File: src/rtl/ama_riscv_pkg.sv
// Shared types for the data-memory arbiter: requester IDs, request payload, helpers.
package ama_riscv_pkg;

    localparam int ARCH_WIDTH = 32;
    localparam int ARB_N_SRC  = 2;

    typedef enum logic {
        ARB_SRC_CORE = 1'b0,
        ARB_SRC_AUX  = 1'b1
    } arb_src_t;

    typedef struct packed {
        logic [ARCH_WIDTH-1:0] addr;
        logic [ARCH_WIDTH-1:0] wdata;
        logic                  rtype;
        logic [1:0]            dtype;
    } dmem_arb_req_t;

    function automatic arb_src_t arb_other_src(input arb_src_t src);
        return (src == ARB_SRC_CORE) ? ARB_SRC_AUX : ARB_SRC_CORE;
    endfunction

endpackage

File: src/rtl/ama_riscv_dmem_arb_fifo.sv
// In-order tracking FIFO of requester IDs for accepted-but-unanswered dcache requests.
// Pointers carry one extra MSB so full and empty are distinguishable without a flag.
module ama_riscv_dmem_arb_fifo
    import ama_riscv_pkg::*;
#(
    parameter int DEPTH = 2,
    parameter int CNT_W = $clog2(DEPTH + 1)
) (
    input  logic             clk,
    input  logic             rst_n,
    input  logic             push,
    input  arb_src_t         push_src,
    input  logic             pop,
    output arb_src_t         head,
    output logic [CNT_W-1:0] count
);

    localparam int AW    = (DEPTH > 1) ? $clog2(DEPTH) : 1;
    localparam int SLOTS = 1 << AW;

    arb_src_t       mem_r [SLOTS];
    logic [AW:0]    wr_ptr_r;
    logic [AW:0]    rd_ptr_r;
    logic [AW:0]    fill_s;

    // Storage and pointer update; the arbiter never pushes when full nor pops when empty
    always_ff @(posedge clk or negedge rst_n) begin
        if (!rst_n) begin
            wr_ptr_r <= {(AW + 1){1'b0}};
            rd_ptr_r <= {(AW + 1){1'b0}};
            for (int i = 0; i < SLOTS; i++) begin
                mem_r[i] <= ARB_SRC_CORE;
            end
        end else begin
            if (push) begin
                mem_r[wr_ptr_r[AW-1:0]] <= push_src;
                wr_ptr_r                <= wr_ptr_r + (AW + 1)'(1);
            end
            if (pop) begin
                rd_ptr_r <= rd_ptr_r + (AW + 1)'(1);
            end
        end
    end

    assign fill_s = wr_ptr_r - rd_ptr_r;
    assign count  = fill_s[CNT_W-1:0];
    assign head   = mem_r[rd_ptr_r[AW-1:0]];

endmodule

File: src/rtl/ama_riscv_dmem_arbiter.sv
// Shares the dcache request port between the core LSU (src 0) and an auxiliary requester.
// Build option DMEM_ARB_RR_EN selects round-robin; otherwise the core has fixed priority.
module ama_riscv_dmem_arbiter
    import ama_riscv_pkg::*;
#(
    parameter int MAX_OUTST = 2,
    parameter int ADDR_W    = ARCH_WIDTH,
    parameter int DATA_W    = ARCH_WIDTH
) (
    input  logic                                clk,
    input  logic                                rst_n,
    input  logic [ARB_N_SRC-1:0]                req_valid,
    output logic [ARB_N_SRC-1:0]                req_ready,
    input  logic [ARB_N_SRC-1:0][ADDR_W-1:0]    req_addr,
    input  logic [ARB_N_SRC-1:0][DATA_W-1:0]    req_wdata,
    input  logic [ARB_N_SRC-1:0]                req_rtype,
    input  logic [ARB_N_SRC-1:0][1:0]           req_dtype,
    output logic                                dc_req_valid,
    input  logic                                dc_req_ready,
    output logic [ADDR_W-1:0]                   dc_req_addr,
    output logic [DATA_W-1:0]                   dc_req_wdata,
    output logic                                dc_req_rtype,
    output logic [1:0]                          dc_req_dtype,
    input  logic                                dc_rsp_valid,
    input  logic [DATA_W-1:0]                   dc_rsp_data,
    output logic [ARB_N_SRC-1:0]                rsp_valid,
    output logic [DATA_W-1:0]                   rsp_data,
    output logic [$clog2(MAX_OUTST+1)-1:0]      outst_cnt,
    output logic                                err_unexp_rsp
);

    localparam int CNT_W = $clog2(MAX_OUTST + 1);

    arb_src_t               grant_s;
    arb_src_t               lock_src_r;
    arb_src_t               fifo_head_s;
    logic                   lock_r;
    logic [ARB_N_SRC-1:0]   elig_s;
    logic                   full_s;
    logic                   empty_s;
    logic                   hs_s;
    logic                   pop_s;
    logic                   err_r;

`ifdef DMEM_ARB_RR_EN
    arb_src_t               rr_ptr_r;

    // Priority pointer: after a handshake the other source wins the next conflict
    always_ff @(posedge clk or negedge rst_n) begin
        if (!rst_n) begin
            rr_ptr_r <= ARB_SRC_CORE;
        end else if (hs_s) begin
            rr_ptr_r <= arb_other_src(grant_s);
        end else begin
            rr_ptr_r <= rr_ptr_r;
        end
    end
`endif

    assign full_s  = (outst_cnt == CNT_W'(MAX_OUTST));
    assign empty_s = (outst_cnt == {CNT_W{1'b0}});

    // Grant selection; a stalled request keeps its source until the handshake
    always_comb begin
        grant_s = ARB_SRC_CORE;
        elig_s  = req_valid;
        if (lock_r) begin
            grant_s = lock_src_r;
            elig_s  = req_valid & ((lock_src_r == ARB_SRC_AUX) ? 2'b10 : 2'b01);
        end else begin
`ifdef DMEM_ARB_RR_EN
            if (req_valid == 2'b11) begin
                grant_s = rr_ptr_r;
            end else if (req_valid[1]) begin
                grant_s = ARB_SRC_AUX;
            end else begin
                grant_s = ARB_SRC_CORE;
            end
`else
            if (req_valid[0]) begin
                grant_s = ARB_SRC_CORE;
            end else if (req_valid[1]) begin
                grant_s = ARB_SRC_AUX;
            end else begin
                grant_s = ARB_SRC_CORE;
            end
`endif
        end
    end

    assign dc_req_valid = (|elig_s) & ~full_s;
    assign hs_s         = dc_req_valid & dc_req_ready;
    assign pop_s        = dc_rsp_valid & ~empty_s;

    // Payload mux and per-source ready
    always_comb begin
        dc_req_addr  = req_addr[grant_s];
        dc_req_wdata = req_wdata[grant_s];
        dc_req_rtype = req_rtype[grant_s];
        dc_req_dtype = req_dtype[grant_s];
        req_ready    = 2'b00;
        if (hs_s) begin
            req_ready[grant_s] = 1'b1;
        end else begin
            req_ready = 2'b00;
        end
    end

    // Response routing to the oldest outstanding requester
    always_comb begin
        rsp_valid = 2'b00;
        rsp_data  = {DATA_W{1'b0}};
        if (pop_s) begin
            rsp_valid[fifo_head_s] = 1'b1;
            rsp_data               = dc_rsp_data;
        end else begin
            rsp_valid = 2'b00;
            rsp_data  = {DATA_W{1'b0}};
        end
    end

    // Lock holds the granted source while the dcache stalls a valid request
    always_ff @(posedge clk or negedge rst_n) begin
        if (!rst_n) begin
            lock_r     <= 1'b0;
            lock_src_r <= ARB_SRC_CORE;
        end else if (dc_req_valid && !dc_req_ready) begin
            lock_r     <= 1'b1;
            lock_src_r <= grant_s;
        end else begin
            lock_r     <= 1'b0;
            lock_src_r <= lock_src_r;
        end
    end

    // Sticky flag for a response with nothing in flight
    always_ff @(posedge clk or negedge rst_n) begin
        if (!rst_n) begin
            err_r <= 1'b0;
        end else if (dc_rsp_valid && empty_s) begin
            err_r <= 1'b1;
        end else begin
            err_r <= err_r;
        end
    end

    assign err_unexp_rsp = err_r;

    ama_riscv_dmem_arb_fifo #(
        .DEPTH (MAX_OUTST),
        .CNT_W (CNT_W)
    ) u_fifo (
        .clk      (clk),
        .rst_n    (rst_n),
        .push     (hs_s),
        .push_src (grant_s),
        .pop      (pop_s),
        .head     (fifo_head_s),
        .count    (outst_cnt)
    );

endmodule

File: config.mk
export PLATFORM = sky130hd
export DESIGN_NAME = ama_riscv_dmem_arbiter
export DESIGN_NICKNAME = d
export VERILOG_FILES = /design/src/rtl/ama_riscv_pkg.sv /design/src/rtl/ama_riscv_dmem_arb_fifo.sv /design/src/rtl/ama_riscv_dmem_arbiter.sv
export SDC_FILE = /design/constraint.sdc
export NUM_CORES = 1
export LEC_CHECK = 0
export BUFFER_PORTS_ARGS = -buffer_cell sky130_fd_sc_hd__buf_2
export CORE_AREA = 2 2 109 111
export CTS_BUF_LIST = sky130_fd_sc_hd__clkbuf_2 sky130_fd_sc_hd__clkbuf_4 sky130_fd_sc_hd__clkbuf_8
export DETAILED_ROUTE_END_ITERATION = 10
export DIE_AREA = 0 0 111 113
export HOLD_SLACK_MARGIN = 0.05
export PLACE_DENSITY = 0.5
export SYNTH_ARGS = -nofsm -noshare
export SYNTH_HDL_FRONTEND = slang
export SYNTH_SLANG_ARGS = --single-unit
File: constraint.sdc
create_clock -name clk -period 4 [get_ports clk]
set_clock_uncertainty 0.2 [all_clocks]
set_input_delay 0.2 -clock clk [delete_from_list [all_inputs] [get_ports clk]]
set_output_delay 0.2 -clock clk [all_outputs]
set_load 0.05 [all_outputs]
* Yosys cells after proc, flatten, opt, wreduce, memory -nomap -nowiden
Index checks and enable logic that the tools add are counted.
** Operators by class
- $add $sub $neg :: 3
- Magnitude comparators :: 7
- Equality and inequality tests :: 1
- Multiplexer cells :: 27
- Bitwise logic cells :: 8
- Reductions and logical operators :: 8
** Operator list (count)
- 32-bit 2-to-1 mux :: 5
- 1-bit 2-to-1 mux :: 12
- 2-bit 2-to-1 mux :: 6
- 1-bit logical AND :: 5
- 2-bit by 1-bit adder with 2-bit output, second input constant :: 2
- 2-bit >= comparator, second input constant :: 2
- 1-bit by 2-bit less-than comparator with 1-bit output, second input constant :: 2
- 1-bit NOT with 2-bit output :: 2
- 1-bit bitwise AND :: 3
- 1-bit demux with 1-bit select :: 3
- 2-bit bitwise AND :: 1
- 2-bit bitwise mux :: 1
- 2-bit == test, second input constant :: 1
- 1-bit >= comparator, second input constant :: 2
- 2-bit logical NOT :: 1
- 2-bit by 1-bit less-than comparator with 1-bit output, second input constant :: 1
- 1-bit NOT :: 2
- 2-bit OR reduction :: 1
- 2-bit subtractor :: 1
- 1-bit logical NOT :: 1
** Word-level totals
- Bits in registers :: 9
- Input bits :: 172
- Output and inout bits :: 107
- Word-level logic and storage cells :: 61

* Longest topological paths before layout
Gate-level depths: netlist (run 1).
- Word-level depth :: 9
- Depth in mapped cells :: 6

* By module
From an unflattened synthesis (run 1), not the netlist that was laid out.
** Second synthesis, totals
- Cell total of the unflattened synthesis :: 152
- Area, all modules :: 1527.7 um^2
** Modules (own cells, without submodules)
- ama_riscv_dmem_arbiter :: times used 1, cells an instance 131, area each 1251.2 um^2, seq. area each 75.1 um^2
- ama_riscv_dmem_arb_fifo :: times used 1, cells an instance 21, area each 276.5 um^2, seq. area each 150.1 um^2

* Least setup slack after synthesis (run 1)
OpenSTA, ideal clock, no wires.
- Path type :: flip-flop to output port
- Start point :: reg u_fifo.rd_ptr_r[0]
- End point :: out req_ready[0]
- Arrival :: 2.271 ns
- Data required time :: 3.600 ns
- Path slack :: 1.329 ns
- Cell stages (with the launch flop) :: 6
- Path buffers :: 0
- Cells stage by stage :: dfrtp_1 -> ha_1 -> inv_1 -> o22ai_4 -> nor3b_2 -> nor2b_1
** On the way
- Longest elaborated chain between the ends :: 6
** RTL lines
- start: declaration :: line ama_riscv_dmem_arb_fifo.sv:23 : logic [AW:0] rd_ptr_r;
- start signal: assignment :: line ama_riscv_dmem_arb_fifo.sv:30 : rd_ptr_r <= {(AW + 1){1'b0}};
- start signal: assignment :: line ama_riscv_dmem_arb_fifo.sv:40 : rd_ptr_r <= rd_ptr_r + (AW + 1)'(1);
- 2-bit subtractor :: line ama_riscv_dmem_arb_fifo.sv:45 : assign fill_s = wr_ptr_r - rd_ptr_r;
- net outst_cnt[0] :: line ama_riscv_dmem_arbiter.sv:28 : output logic [$clog2(MAX_OUTST+1)-1:0] outst_cnt,
- 2-bit == test :: line ama_riscv_dmem_arbiter.sv:60 : assign full_s = (outst_cnt == CNT_W'(MAX_OUTST));
- 1-bit NOT :: line ama_riscv_dmem_arbiter.sv:91 : assign dc_req_valid = (|elig_s) & ~full_s;
- 1-bit bitwise AND :: line ama_riscv_dmem_arbiter.sv:91
- 1-bit bitwise AND :: line ama_riscv_dmem_arbiter.sv:92 : assign hs_s = dc_req_valid & dc_req_ready;
- 2-bit 2-to-1 mux :: line ama_riscv_dmem_arbiter.sv:102 : if (hs_s) begin
- end: declaration :: line ama_riscv_dmem_arbiter.sv:13 : output logic [ARB_N_SRC-1:0] req_ready,
The timed path passes the listed nets, and every way through them passes these cells.

* Final worst setup path (run 1)
- Start point :: reg u_fifo.wr_ptr_r[0]
- End point :: out rsp_data[1]
** On the way
- Longest elaborated chain between the ends :: 5
** RTL lines
- start: declaration :: line ama_riscv_dmem_arb_fifo.sv:22 : logic [AW:0] wr_ptr_r;
- start signal: assignment :: line ama_riscv_dmem_arb_fifo.sv:29 : wr_ptr_r <= {(AW + 1){1'b0}};
- start signal: assignment :: line ama_riscv_dmem_arb_fifo.sv:37 : wr_ptr_r <= wr_ptr_r + (AW + 1)'(1);
- 2-bit subtractor :: line ama_riscv_dmem_arb_fifo.sv:45
- 2-bit logical NOT :: line ama_riscv_dmem_arbiter.sv:61 : assign empty_s = (outst_cnt == {CNT_W{1'b0}});
- 1-bit NOT :: line ama_riscv_dmem_arbiter.sv:93 : assign pop_s = dc_rsp_valid & ~empty_s;
- 1-bit bitwise AND :: line ama_riscv_dmem_arbiter.sv:93
- 32-bit 2-to-1 mux :: line ama_riscv_dmem_arbiter.sv:113 : if (pop_s) begin
- end: declaration :: line ama_riscv_dmem_arbiter.sv:27 : output logic [DATA_W-1:0] rsp_data,
No other way between the ends.

==> results of run 1 <==
area by class of cell:
type | instances | area [um^2]
Inverter | 2 | 7.507
Fill cell | 1234 | 8152
Sequential cell | 9 | 225.2
Multi-Input combinational cell | 130 | 1224
Clock buffer | 4 | 48.80
Timing Repair Buffer | 283 | 1436
Tap cell | 143 | 178.9
critical path: stages, from the launching register on:
cell	delay (ns)
dfrtp_1	0.38
inv_1	0.10
ha_1	0.32
a21boi_2	0.85
and2_1	0.24
buf_2	0.27
sequential cells by signal, indices dropped and copies added (netlist names):
name / count
err_unexp_rsp: 1
lock_r: 1
lock_src_r: 1
u_fifo.mem_r: 2
u_fifo.rd_ptr_r: 2
u_fifo.wr_ptr_r: 2
per-layer routing:
| metal | GRT usage | part of all wire |
|---|---|---|
| met5 | 0 | 0 |
| met4 | 0.02667 | 0.015 |
| met3 | 0.02196 | 0.085 |
| met2 | 0.2086 | 0.54 |
| met1 | 0.1148 | 0.36 |
path summary, 6_finish.rpt:
kind | from | end | slack (ns) | cells after the start
min | rst_n | err_unexp_rsp | 0.15 | 2
max | u_fifo.wr_ptr_r[0] | rsp_data[1] | 1.22 | 5
min in group clk | req_valid[1] | lock_r | 0.21 | 3
max reg2reg | u_fifo.wr_ptr_r[0] | u_fifo.rd_ptr_r[1] | 1.72 | 5
min reg2reg | err_unexp_rsp | err_unexp_rsp | 0.27 | 1
max in group asynchronous | rst_n | u_fifo.wr_ptr_r[1] | 3.26 | 2
cells in the final DEF (no fill, tap or decap), types with 2 or more instances in the layout:
master / instances
nand2_1: 4
inv_1: 2
nor3_2: 2
dfrtp_1: 9
nor2b_1: 2
clkbuf_8: 3
nor2_1: 2
buf_2: 278
xor2_1: 2
xnor2_1: 3
and2_1: 34
dlygate4sd3_1: 3
mux2_1: 3
mux2_2: 67
buf_4: 2
logic make-up after synthesis:
kind of cell,Yosys count,share of synthesized area
buffers and inverters,12,0.03666
and+or+nand+nor,48,0.2033
xor gates and xnor gates,6,0.04001
AOI/OAI and AO/OA,4,0.03000
muxes,71,0.5317
adders and majority gates,1,0.008332
DFF,9,0.1500
power groups by stage:
stage | sequential [mW] | clock, mW | combinational, mW
after floorplan | 0.164 | 0 | 1.65
after global placement | 0.168 | 0 | 2.07
after detailed placement | 0.170 | 0 | 2.08
after CTS | 0.169 | 0.115 | 2.09
after global routing | 0.173 | 0.120 | 2.17
final | 0.168 | 0.110 | 2.07
per-stage QoR:
step | cells | util | power (mW) | instance area (um^2) | worst slack [ns]
floorplan | 151 | - | 1.810 | 1501 | 1.329
global placement | 564 | 0.2698 | 2.235 | 3042 | 1.480
detailed placement | 564 | 0.2698 | 2.248 | 3042 | 1.424
CTS | 571 | 0.2768 | 2.371 | 3120 | 1.174
global route | 571 | 0.2768 | 2.460 | 3120 | 0.9514
finish | 571 | 0.2768 | 2.344 | 3120 | 1.221
==> results, run 1 <==
- The die covers 0.01254 mm^2.
- The fraction of post-synthesis cell area in the top cell type by area is 0.5025.
- The first-pass iteration count of the detailed router is 4.
- The worst min-delay path class is input port to asynchronous set/reset pin.
- For this run, the register share of the synthesized area comes to 0.1500.
- In this run the post-CTS setup repair buffer count came out at 0.
- The number of nets still failing antenna checks after routing is 0.
- The final hold violation count is 0.
- The clock passes through at most 2 buffers.
- The worst setup path is of the flip-flop to primary output kind.
- The final-report setup violation count is 0.
- After floorplanning, the core was sized to cover 0.01127 mm^2.
- The first global-routing pass estimated 10750 um of wire.
- After synthesis, the mean cell area works out to 9.943 um^2.
- The hold buffer count at CTS is 3.
- For this run, the number of Yosys warnings is 0.
- The number of cells produced by synthesis is 151.
- The tree is rooted in a clkbuf_8.
- Buffers placed on the I/O ports in this run total 278.
- For this design the ratio of total power to cell area is 751.1 mW/mm^2.
- The detailed placement HPWL is 6779 um.
- The routed design has 7535 um of wire.
- The detailed router's first-iteration violation count is 47.
- The reported max-cap violation count is 0.
- Summed over all cells, the static leakage comes to 1.738 nW.
- The max-slew headroom at the worst pin is 0.2885.
- The top-level I/O count is 279.
- The fraction of layout cells with a size suffix above 1 is 0.8411.
- The dominant cell by count in the synthesized netlist is mux2_2.
- TritonCTS created 3 clock buffers.
- Summed over all nets, the switching power comes to 1.550 mW.
- Setup repair after global routing left no endpoint under its margin.
- The share of power burned in combinational logic is 0.881.
- TritonCTS built the clock tree.
- The post-cts gate resize count is 0.
- The H-tree depth is 1.
- The number of synthesized flops with an enable pin is 0.
- The capturing element type of the critical path is a primary output.
- The die span in x is 111 um.
- The number of nets produced by synthesis is 324.
- In the finished design, the share of the clock period the worst path needs comes to 0.6948.
- After detailed routing, the number of vias per cell comes to 3.818.
- Data on the critical path is required at its endpoint by 3.60 ns.
- Across all layers, the routed design uses 2180 vias.
- Of the total power, registers draw 0.072.
- The area added between synthesis and finish is 107.8%.
- Measured along the y axis, the die boundary spans 113 um.
- For the worst setup path, the data arrival time is 2.38 ns.
- After detailed routing, the number of remaining DRC violations is 0.
- For the worst-skew pair, the clock arrives at the later sink with an insertion delay of 0.23 ns.
- The net total in the final layout is 602.
- The row count is 39.
- Synthesis inferred 9 register bits.
- In the final routed layout, each cell accounts on average for 13.20 um.
- At the end of routability-driven placement, the weighted congestion stood at 0.8511.
- The share of total power dissipated in the clock network is 0.047.
- Final hold analysis gives a worst-case slack of 0.1547 ns.
- The initial antenna violation count was 0.
- Clock-pin slew was measured on the worst setup and hold paths at 0.04 ns.
- The post-synthesis cell type count is 24.
- The startpoint type of the worst setup path is a flip-flop.
- The top fanout value on the critical path is 36.
- The total negative slack for setup checks is 0 ns.
- The initial utilization of the core area, before any placement, comes to 0.1332.
- The highest clock rate is 359.8 MHz.
- The maximum number of pins on one net before global-route repair is 38.
- The final critical path time including I/O delays and setup is 2.779 ns.
- The number of antenna diodes in the final layout is 0.
- The number of max-slew violations in the final report came to 0.
- For this run the aggregate overflow at the end of global routing stands at 0.
- Across every metal layer, demand over resource in global routing totals 0.1059.
- The internal power component is 0.7937 mW.
- The via count of the first global-routing pass is 2188.
- The worst-case IR drop observed on VDD is 603.9 uV.
- The pin slew with the least headroom to its limit is 1.061 ns.
- The clock drives 9 sinks.
- The post-synthesis instance area is 0.001501 mm^2.
- In the synthesized netlist, the cells that appear most often are 67 x mux2_2, 34 x and2_1, 9 x dfrtp_1.
- The switching portion of total power is 0.6613.
- By area the synthesized netlist is led by mux2_2 50%, dfrtp_1 15%, and2_1 14%.
- Counting flops with an async set or reset pin after synthesis yields a share of 1.000.
- The flow ran to the end, and the final reports show no timing, DRC or antenna violations.
- The biggest area contributor in the post-synthesis netlist is mux2_2.
- The most used flip-flop cell after synthesis is dfrtp_1.
Note: power is estimated with default switching activity, not from simulation.
==> inputs of run 2 (changes only) <==
--- a/config.mk
+++ b/config.mk
@@ -6,12 +6,12 @@
 export NUM_CORES = 1
 export LEC_CHECK = 0
 export BUFFER_PORTS_ARGS = -buffer_cell sky130_fd_sc_hd__buf_2
-export CORE_AREA = 2 2 109 111
+export CORE_AREA = 2 2 107 109
 export CTS_BUF_LIST = sky130_fd_sc_hd__clkbuf_2 sky130_fd_sc_hd__clkbuf_4 sky130_fd_sc_hd__clkbuf_8
 export DETAILED_ROUTE_END_ITERATION = 10
-export DIE_AREA = 0 0 111 113
+export DIE_AREA = 0 0 109 111
 export HOLD_SLACK_MARGIN = 0.05
-export PLACE_DENSITY = 0.5
+export PLACE_DENSITY = 0.53
 export SYNTH_ARGS = -nofsm -noshare
 export SYNTH_HDL_FRONTEND = slang
 export SYNTH_SLANG_ARGS = --single-unit
==> constraint.sdc (replaced) <==
create_clock -name clk -period 2.24 [get_ports clk]
set_clock_uncertainty 0.2 [all_clocks]
set_input_delay 0.112 -clock clk [delete_from_list [all_inputs] [get_ports clk]]
set_output_delay 0.112 -clock clk [all_outputs]
set_load 0.05 [all_outputs]
==> results, run 2 (same netlist as run 1, synthesis figures left out) <==
- The area added between synthesis and finish is 115.1% (was 107.8%).
- The ratio of total power to cell area is 1347 mW/mm^2 (was 751.1 mW/mm^2).
- The final-report setup violation count is 0 (unchanged).
- The cell type group with the largest total delay on the critical path is buffers and inverters (was compound AO/OA/AOI/OAI gates).
- The global router's overall resource usage was 0.1056 (was 0.1059).
- The final instance area is 0.003229 mm^2 (was 0.003120 mm^2).
- The clock sink count is 9 (unchanged).
- The count of unresolved DRC violations after routing is 0 (unchanged).
- Dividing the final minimum period by the clock period gives 0.9404.
- The top fanout value on the critical path is 37 (was 36).
- The final hold violation count is 0 (unchanged).
- The max-slew headroom at the worst pin is 0.7734 (was 0.2885).
- The total number of vias was 2232 (was 2180).
- The initial cell density of the core came to 0.1355 (was 0.1332).
- The row count was 39 (unchanged).
- The global-route congestion overflow total was 0 (unchanged).
- The startpoint of the worst-slack reg-to-reg timing path was u_fifo.wr_ptr_r[0] (unchanged).
- The via count of the first global-routing pass is 2138 (was 2188).
- The number of buffers between clock root and the deepest sink was 2 (unchanged).
- The detail-routed via count per cell came to 3.868 (was 3.818).
- The met3 routing resource usage after global routing is 0.01587 (was 0.02196).
- The total of buffers placed on input and output ports is 278 (unchanged).
- The pin slew with the least headroom to its limit is 0.3383 ns (was 1.061 ns).
- The detailed placement HPWL came to 6539 um (was 6779 um).
- The static power due to leakage is 1.781 nW (was 1.738 nW).
- The initial antenna violation count was 0 (unchanged).
- The net total in the final layout was 608 (was 602).
- The flop-to-flop setup slack is 0.35 ns (was 1.72 ns).
- The die span in x is 109 um (was 111 um).
- The TritonCTS clock tree is done (unchanged).
- The detail-routed net length per standard cell is 12.71 um (was 13.20 um).
- The vertical extent of the die came to 111 um (was 113 um).
- The fraction of layout cells with a size suffix above 1 was 0.8525 (was 0.8411).
- Setup repair after global routing missed its margin: no (unchanged).
- The most common library cell in the layout ignoring fill and taps is buf_2 (unchanged).
- The met2 track demand over resource is 0.1954 (was 0.2086).
- The arrival time of data at the critical path endpoint was 1.79 ns (was 2.38 ns).
- The wire length of the first global-routing pass is 10210 um (was 10750 um).
- The first-pass iteration count of the detailed router came to 4 (unchanged).
- The busiest layer in global routing was met2 (unchanged).
- The area of placed instances is 0.003095 mm^2 (was 0.003042 mm^2).
- The weighted congestion at the end of routability-driven global placement is 0.7545 (was 0.8511).
- The reported max-cap violation count is 0 (unchanged).
- The number of max-slew violations in the final report came to 0 (unchanged).
- The highest-delay cell along the critical path is dfrtp_1 (was a21boi_2).
- The number of antenna cells inserted is 0 (unchanged).
- Commonest cells after routing, fill and taps aside: 276 x buf_2, 67 x mux2_2, 33 x and2_1 (was 278 x buf_2, 67 x mux2_2, 34 x and2_1).
- The capturing element type of the critical path is a primary output (unchanged).
- The clock buffer count from CTS is 3 (unchanged).
- The floorplan die area is 0.01210 mm^2 (was 0.01254 mm^2).
- The clock-pin slew on the worst setup and hold paths is 0.04 ns (about the same).
- The data required time at the worst endpoint is 1.93 ns (was 3.60 ns).
- The post-placement cell count was 568 (was 564).
- The capture point of the worst reg-to-reg path is u_fifo.mem_r[0] (was u_fifo.rd_ptr_r[1]).
- The critical path class is flip-flop to primary output (unchanged).
- Outcome: finished clean (unchanged).
- The sum of buffers and inverters on the critical path is 2 (unchanged).
- The startpoint type of the worst setup path is a flip-flop (unchanged).
- The top-level I/O count was 279 (unchanged).
- The number of cell instances on the worst register-to-register path is 6 (was 5).
- The maximum number of pins on one net before global-route repair is 38 (unchanged).
- The root buffer selected by CTS was clkbuf_8 (unchanged).
- The clock period could shrink to 2.107 ns.
- The worst min-delay path class is input port to asynchronous set/reset pin (unchanged).
- The total negative slack for setup checks is 0 ns (unchanged).
- The worst stage delay on the critical path was 0.38 ns (was 0.85 ns).
- The detailed router's first-iteration violation count is 52 (was 47).
- The final core utilization is 0.2915 (was 0.2768).
- The core footprint is 0.01108 mm^2 (was 0.01127 mm^2).
- The global-route track usage on met1 is 0.1288 (was 0.1148).
- The clock latency at the later pin of the worst-skew pair is 0.23 ns (about the same).
- The count of placed standard cells in the final layout, fillers left out is 577 (was 571).
- The number of nets still failing antenna checks after routing came to 0 (unchanged).
- The worst vdd rail ir drop came to 675.8 uV (was 603.9 uV).
- The post-detailed-routing wire length was 7333 um (was 7535 um).
- Largest registers ranked by flip-flop count: u_fifo.mem_r x2, u_fifo.rd_ptr_r x2, u_fifo.wr_ptr_r x2 (unchanged).
- The highest clock rate is 474.7 MHz.
- Critical Path, Cell by Cell: nor2_1 > nand2_1 > nand2_4 > buf_12 > mux2_2 > buf_2 (was inv_1 > ha_1 > a21boi_2 > and2_1 > buf_2).
- The H-tree depth is 1 (unchanged).
-- run 2: layer usage --
layer / vias up / part of all wire / wire (um)
met3: 5 / 0.094 / 686
met1: 992 / 0.41 / 2981
met4: 0 / 0.0046 / 34
li1: 1095 / - / -
met5: - / 0 / 0
met2: 140 / 0.50 / 3631
-- run 2: report_power, final --
part / switching [mW] / leakage [nW] / internal, mW
Combinational: 2.68 / 1.65 / 1.17
Clock: 0.0632 / 0.0262 / 0.136
Sequential: 0.0681 / 0.107 / 0.238
-- run 2: how the worst max path moves through the flow --
stage	start	end	slack, ns	cells past startpoint
floorplan	u_fifo.rd_ptr_r[0]	req_ready[0]	0.03	5
global placement	u_fifo.rd_ptr_r[0]	req_ready[0]	0.22	6
detailed placement	u_fifo.rd_ptr_r[0]	req_ready[0]	0.21	6
CTS	u_fifo.rd_ptr_r[0]	req_ready[0]	0.003	6
global route	lock_r	dc_req_dtype[1]	0.03	6
finish	lock_r	dc_req_addr[8]	0.13	6
-- run 2: cell type report --
class | instances | area, um^2
Timing Repair Buffer | 289 | 1510
Tap cell | 143 | 178.9
Fill cell | 1166 | 7848
Clock buffer | 4 | 48.80
Multi-Input combinational cell | 130 | 1259
Inverter | 2 | 7.507
Sequential cell | 9 | 225.2
-- run 2: what timing repair did --
action | 4_1_cts | 5_1_grt
pin swaps | 0 | 1
setup endpoints to repair | 2 | 72
endpoints found under the hold margin | 11 | 0
buffers inserted | 0 | 2
gates resized for setup | 2 | 6
hold buffers | 3 | 0
-- run 2: worst reg2reg max path, cell delays in order, from the launching register on --
cell and delay, ns:
dfrtp_1 0.38, inv_1 0.12, ha_4 0.22, inv_1 0.10, o22ai_4 0.12, nor3_2 0.25, mux2_1 0.36
-- run 2: stage by stage --
| step | total power, mW | setup slack (ns) | hold slack (ns) |
|---|---|---|---|
| floorplan | 3.252 | 0.03195 | -0.3836 |
| global placement | 4.048 | 0.2233 | -0.2251 |
| detailed placement | 4.071 | 0.2052 | -0.2256 |
| CTS | 4.303 | 0.002961 | 0.05625 |
| global route | 4.580 | 0.02549 | 0.08134 |
| finish | 4.351 | 0.1334 | 0.05563 |
